--- src/rtl/nibble_add_seq_if.sv ---
// Request/result and 4-bit adder handshake bundle for the nibble-serial add sequencer.
interface nibble_add_seq_if #(
  parameter int NIBBLES = 4
);
  localparam int W = 4 * NIBBLES;

  logic         start;
  logic [W-1:0] a_in;
  logic [W-1:0] b_in;
  logic         cin;
  logic         busy;
  logic         done;
  logic [W-1:0] sum_out;
  logic         cout;
  logic         ovf;
  logic [3:0]   add_a;
  logic [3:0]   add_b;
  logic         add_cin;
  logic [3:0]   add_s;
  logic         add_c;
  logic         add_v;

  // master: operand source + external ripple adder; slave: the sequencer
  modport master (
    output start, a_in, b_in, cin, add_s, add_c, add_v,
    input  busy, done, sum_out, cout, ovf, add_a, add_b, add_cin
  );

  modport slave (
    input  start, a_in, b_in, cin, add_s, add_c, add_v,
    output busy, done, sum_out, cout, ovf, add_a, add_b, add_cin
  );
endinterface

--- src/rtl/nibble_add_seq.sv ---
// Multi-precision adder: feeds one nibble pair per clock into an external 4-bit
// ripple adder, chains the carry and publishes the full word plus cout/ovf.
module nibble_add_seq #(
  parameter int NIBBLES = 4
) (
  input  logic            clk,
  input  logic            rst_n,
  nibble_add_seq_if.slave bus
);
  localparam int W     = 4 * NIBBLES;
  localparam int IDX_W = (NIBBLES > 1) ? $clog2(NIBBLES) : 1;

  typedef enum logic [1:0] {IDLE, RUN, DONE} state_t;

  state_t           state_q, state_nxt;
  logic             load, step, last;
  logic [W-1:0]     a_q, b_q, sum_q, sum_nxt, sum_out_q;
  logic             carry_q, cout_q, ovf_q;
  logic [IDX_W-1:0] idx_q;
  logic [3:0]       nib_a, nib_b;

  always_ff @(posedge clk or negedge rst_n) begin
    if (!rst_n) state_q <= IDLE;
    else        state_q <= state_nxt;
  end

  always_comb begin
    state_nxt = state_q;
    load      = 1'b0;
    step      = 1'b0;
    last      = 1'b0;
    unique case (state_q)
      IDLE: begin
        if (bus.start) begin
          state_nxt = RUN;
          load      = 1'b1;
        end
      end
      RUN: begin
        step = 1'b1;
        if (idx_q == IDX_W'(NIBBLES - 1)) begin
          last      = 1'b1;
          state_nxt = DONE;
        end
      end
      DONE:    state_nxt = IDLE;
      default: state_nxt = IDLE;
    endcase
  end

  // Nibble select for the adder and merge of the returned sum nibble
  always_comb begin
    nib_a   = '0;
    nib_b   = '0;
    sum_nxt = sum_q;
    for (int i = 0; i < NIBBLES; i++) begin
      if (idx_q == IDX_W'(i)) begin
        nib_a               = a_q[4*i +: 4];
        nib_b               = b_q[4*i +: 4];
        sum_nxt[4*i +: 4]   = bus.add_s;
      end
    end
  end

  assign bus.add_a   = (state_q == RUN) ? nib_a   : 4'd0;
  assign bus.add_b   = (state_q == RUN) ? nib_b   : 4'd0;
  assign bus.add_cin = (state_q == RUN) ? carry_q : 1'b0;
  assign bus.busy    = (state_q == RUN);
  assign bus.done    = (state_q == DONE);
  assign bus.sum_out = sum_out_q;
  assign bus.cout    = cout_q;
  assign bus.ovf     = ovf_q;

  // Published results move only on the final nibble edge
  always_ff @(posedge clk or negedge rst_n) begin
    if (!rst_n) begin
      a_q       <= '0;
      b_q       <= '0;
      sum_q     <= '0;
      sum_out_q <= '0;
      carry_q   <= 1'b0;
      cout_q    <= 1'b0;
      ovf_q     <= 1'b0;
      idx_q     <= '0;
    end else begin
      if (load) begin
        a_q     <= bus.a_in;
        b_q     <= bus.b_in;
        carry_q <= bus.cin;
        idx_q   <= '0;
      end
      if (step) begin
        sum_q   <= sum_nxt;
        carry_q <= bus.add_c;
        if (!last) idx_q <= idx_q + IDX_W'(1);
      end
      if (last) begin
        sum_out_q <= sum_nxt;
        cout_q    <= bus.add_c;
        ovf_q     <= bus.add_v;
      end
    end
  end
endmodule

--- src/flat_wrapper.sv ---
// flat-port wrapper written by rule: the top's interface ports become plain ports
module nibble_add_seq_flat 
#(
  parameter int NIBBLES = 4
)
  (clk, rst_n, bus_start, bus_a_in, bus_b_in, bus_cin, bus_add_s, bus_add_c, bus_add_v, bus_busy, bus_done, bus_sum_out, bus_cout, bus_ovf, bus_add_a, bus_add_b, bus_add_cin);
  nibble_add_seq_if #(.NIBBLES(NIBBLES)) bus_i ();
  input  logic clk;
  input  logic rst_n;
  input wire logic [$bits(bus_i.start)-1:0] bus_start;
  input wire logic [$bits(bus_i.a_in)-1:0] bus_a_in;
  input wire logic [$bits(bus_i.b_in)-1:0] bus_b_in;
  input wire logic [$bits(bus_i.cin)-1:0] bus_cin;
  input wire logic [$bits(bus_i.add_s)-1:0] bus_add_s;
  input wire logic [$bits(bus_i.add_c)-1:0] bus_add_c;
  input wire logic [$bits(bus_i.add_v)-1:0] bus_add_v;
  output wire logic [$bits(bus_i.busy)-1:0] bus_busy;
  output wire logic [$bits(bus_i.done)-1:0] bus_done;
  output wire logic [$bits(bus_i.sum_out)-1:0] bus_sum_out;
  output wire logic [$bits(bus_i.cout)-1:0] bus_cout;
  output wire logic [$bits(bus_i.ovf)-1:0] bus_ovf;
  output wire logic [$bits(bus_i.add_a)-1:0] bus_add_a;
  output wire logic [$bits(bus_i.add_b)-1:0] bus_add_b;
  output wire logic [$bits(bus_i.add_cin)-1:0] bus_add_cin;
  assign bus_i.start = bus_start;
  assign bus_i.a_in = bus_a_in;
  assign bus_i.b_in = bus_b_in;
  assign bus_i.cin = bus_cin;
  assign bus_i.add_s = bus_add_s;
  assign bus_i.add_c = bus_add_c;
  assign bus_i.add_v = bus_add_v;
  assign bus_busy = bus_i.busy;
  assign bus_done = bus_i.done;
  assign bus_sum_out = bus_i.sum_out;
  assign bus_cout = bus_i.cout;
  assign bus_ovf = bus_i.ovf;
  assign bus_add_a = bus_i.add_a;
  assign bus_add_b = bus_i.add_b;
  assign bus_add_cin = bus_i.add_cin;
  nibble_add_seq #(.NIBBLES(NIBBLES)) u_core (.clk(clk), .rst_n(rst_n), .bus(bus_i));
endmodule
--- config.mk ---
export PLATFORM = sky130hd
export DESIGN_NAME = nibble_add_seq_flat
export DESIGN_NICKNAME = d
export VERILOG_FILES = /design/src/rtl/nibble_add_seq_if.sv /design/src/rtl/nibble_add_seq.sv /design/src/flat_wrapper.sv
export SDC_FILE = /design/constraint.sdc
export NUM_CORES = 1
export LEC_CHECK = 0
export ABC_CLOCK_PERIOD_IN_PS = 2900
export CAP_MARGIN = 5
export CORE_ASPECT_RATIO = 2
export CORE_MARGIN = 2
export CORE_UTILIZATION = 26
export DETAILED_ROUTE_END_ITERATION = 12
export SLEW_MARGIN = 5
export SYNTH_ARGS = -nofsm -noshare
export SYNTH_HDL_FRONTEND = slang
export SYNTH_SLANG_ARGS = --single-unit
--- constraint.sdc ---
create_clock -name clk -period 2.9 [get_ports clk]
set_clock_uncertainty 0.1 [all_clocks]
set_input_delay 0.725 -clock clk [delete_from_list [all_inputs] [get_ports clk]]
set_output_delay 0.725 -clock clk [all_outputs]
set_load 0.005 [all_outputs]
==> flow_metrics.py <==
metrics = {
    "synth": {
        "yosys_warnings": 0,
        "synthFlopType": "dfrtp_1",
        "yosysSeqAreaShare_pct": 54.47,
        "synthArstFlopShare_pct": 100.0,
        "synth_area_um2": 3078,
        "syn_nets": 273,
        "synthCells": 227,
        "ys_types": 30,
        "ys_seq_elements": 67,
        "synth_edf_count": 0,
        "synth.avg_cell_area_um2": 13.56,
    },
    "critical_path": {
        "startpoint": "u_core.idx_q[1]",
        "worstSetupStartpointType": "flip-flop",
        "cp.required_ns": 2.08,
        "crit_chain": "inv_2 -> buf_4 -> ha_4 -> nor2b_4 -> buf_6 -> buf_4 -> a221oi_1 -> o41ai_1 -> buf_2",
        "slowest_delay_ns": 0.39,
        "end_kind": "output port",
        "crit_slowest_cell": "dfrtp_1",
        "crit_path_max_fanout": 6,
        "cpMostUsedCell": "buf_4",
        "worstPathArrival_ns": 2.03,
        "crit_type": "reg -> out",
        "timing.rr.start": "u_core.idx_q[0]",
    },
    "sta": {
        "relSlewSlack_pct": 56.77,
        "hold_viol": 0,
        "fin_crit_ns": 2.853,
        "fin_crit_sh_pct": 98.38,
        "rsz0062_at_grt": "yes",
        "worst_pin_slew_ns": 0.6485,
        "max_freq_ghz": 0.3505,
        "setup_viol_count_final": 0,
        "fin_setup_tns_ns": 0,
        "slew_violations": 0,
    },
    "global_route": {
        "grt_usage_pct": 12.77,
        "antenna_found_initial": 0,
        "overflow": 0,
        "grt_pass1_vias": 2268,
        "grt_first_pass_wirelength_um": 11860,
        "grt_max_degree": 43,
    },
    "floorplan": {
        "io_pins": 71,
        "rows": 56,
        "fp.dieW_um": 80.94,
        "dieArea_um2": 12780,
        "start_util_pct": 26.46,
        "core-area_um2": 11630,
        "die_y_um": 157.9,
    },
    "cts": {
        "insertion_delay_ns": 0.33,
        "clock-sinks": 67,
        "path_clk_slew_ns": 0.06,
        "cts_htree_levels": 3,
        "numCtsBuffers": 9,
        "cts_buffer_depth": 2,
        "cts-root-buf": "clkbuf_16",
        "hold_buffers": 0,
        "tritoncts": "done",
    },
    "run_status": {
        "outcome": "complete, no violations",
    },
    "power": {
        "pwr-share-clk_pct": 21.3,
        "power_frac_comb_pct": 45.8,
        "p_sw_share_pct": 32.57,
        "ir_drop_mv": 0.3986,
        "power.total_uw": 5166,
        "internal-power_uw": 3483,
        "p_switching_uw": 1683,
        "power_frac_seq_pct": 32.9,
        "powerDensity_nw_per_um2": 1170,
        "p_leak_uw": 0.001945,
    },
    "final_layout": {
        "fillers": 1164,
        "n_antenna_cell": 0,
        "drive_above_1_share_pct": 34.89,
        "area_growth_syn_to_layout_pct": 43.41,
        "fin_nets": 362,
    },
    "routing": {
        "via_per_inst": 4.545,
        "wl_per_cell_um": 16.68,
        "firstDrtPassIters": 4,
        "vias": 2118,
        "finalWirelength_um": 7773,
        "ant_nets": 0,
        "drc": 0,
        "drtIter0Drc": 69,
    },
    "place": {
        "port_buffers": 70,
        "gp_congestion": 0.6907,
        "hpwl_um": 5531,
    },
    "run": {
        "cap_violations": 0,
    },
    "hold_path": {
        "hold_class": "in -> async",
    },
}
==> cells in the final DEF (no fill, tap or decap), types with 3 or more instances in the layout <==
master	n
clkbuf_16	9
o41ai_2	3
clkdlybuf4s50_1	61
o41ai_1	4
buf_12	3
nand2_1	13
dfrtp_1	67
clkbuf_2	5
mux2_2	37
nand3_1	8
mux2_4	12
buf_4	19
a221oi_1	7
nor2b_1	8
o21ai_0	13
mux2i_1	12
nand2_4	3
==> cells by family after synthesis <==
logic type	count (synthesis)	share of synthesized area (%)
compound gates	31	7.154
fa+ha+maj	4	1.626
buf+inv	20	4.187
flops	67	54.47
mux	63	24.02
simple gates	42	8.537
==> critical path: cells and delay by family (launching register included) <==
| kind | cells | cell delay (ns) |
|---|---|---|
| AND/OR/NAND/NOR | 1 | 0.10 |
| adder cells (fa/ha/maj) | 1 | 0.16 |
| AO/OA/AOI/OAI | 2 | 0.44 |
| flip-flops | 1 | 0.39 |
| buffers and inverters | 5 | 0.60 |
==> layer usage <==
layer  share of wire (%)  track usage [%]  wire length, um  vias to the layer above
met5                   0                0                0                        -
met4                 1.9            5.327              144                        0
met3                 4.3            3.535              338                       10
met2                  57            23.18             4393                       45
met1                  37            13.46             2896                     1073
li1                    -                -                -                      990
==> power by group through the flow <==
stage               logic (uW)  clock network (uW)  registers (uW)
floorplan                 1340                   0            1650
finish                    2360                1100            1700
global placement          2260                   0            1690
global route              2580                1180            1760
detailed placement        2290                   0            1710
CTS                       2300                1130            1700
==> sequential cells by signal, summed over array words and instances (netlist names) <==
register,count
u_core.a_q,16
u_core.b_q,16
u_core.bus.cout,1
u_core.bus.ovf,1
u_core.bus.sum_out,16
u_core.carry_q,1
u_core.idx_q,2
u_core.state_q,2
u_core.sum_q,12
==> metrics by stage <==
| step | utilization, % | hold slack (ns) | area (um2) | setup WS (ns) | instances |
|---|---|---|---|---|---|
| 3_5_place_dp | 34.54 | 0.3754 | 4018 | -0.03934 | 444 |
| 3_3_place_gp | 34.54 | 0.3681 | 4018 | -0.01548 | 444 |
| 2_1_floorplan | - | 0.3294 | 3078 | 0.6118 | 227 |
| 4_1_cts | 37.40 | 0.3309 | 4350 | -0.2400 | 461 |
| 5_1_grt | 37.95 | 0.3499 | 4414 | -0.05247 | 466 |
| 6_report | 37.95 | 0.3176 | 4414 | 0.04708 | 466 |
==> Yosys cell counts, types with 2 or more instances <==
master,n,area [um2]
dfrtp_1,67,1677
nand3_1,8,40.04
mux2i_1,12,120.1
clkbuf_1,2,7.510
buf_6,4,45.04
ha_1,4,50.05
o21ai_0,13,65.06
buf_2,4,20.02
o41ai_1,8,70.07
mux2_2,37,416.7
buf_4,3,22.52
inv_1,4,15.01
nand2b_1,2,12.51
buf_1,2,7.510
mux2_1,2,22.52
nor2b_1,9,56.30
mux2_4,12,180.2
a221oi_1,8,70.07
nand2_4,3,33.78
nand2_1,13,48.80
==> timing repair <==
action	CTS	global route
setup endpoints to repair	8	8
pin swaps	5	4
resized for setup	11	26
endpoints found under the hold margin	0	0
buffers inserted	1	5
==> worst paths after layout <==
path,slack (ns),to,cells past startpoint
worst max-delay path,0.05,bus_add_a[1],9
worst min-delay path,0.32,u_core.b_q[3],1
worst max register to register,0.84,u_core.idx_q[0],7
worst min register to register,0.38,u_core.b_q[10],1
max in group asynchronous,1.73,u_core.sum_q[5],2
min in group clk,0.38,u_core.b_q[10],1
==> area by class of cell <==
class	instances	area, um2	area share [%]
Sequential cell	67	1677	37.98
Multi-Input combinational cell	140	1343	30.41
Timing Repair Buffer	93	883.3	20.01
Clock buffer	10	239.0	5.414
Tap cell	145	181.4	4.110
Clock inverter	6	65.06	1.474
Inverter	5	26.28	0.5952
No activity file was read; power rests on OpenSTA's default activity.
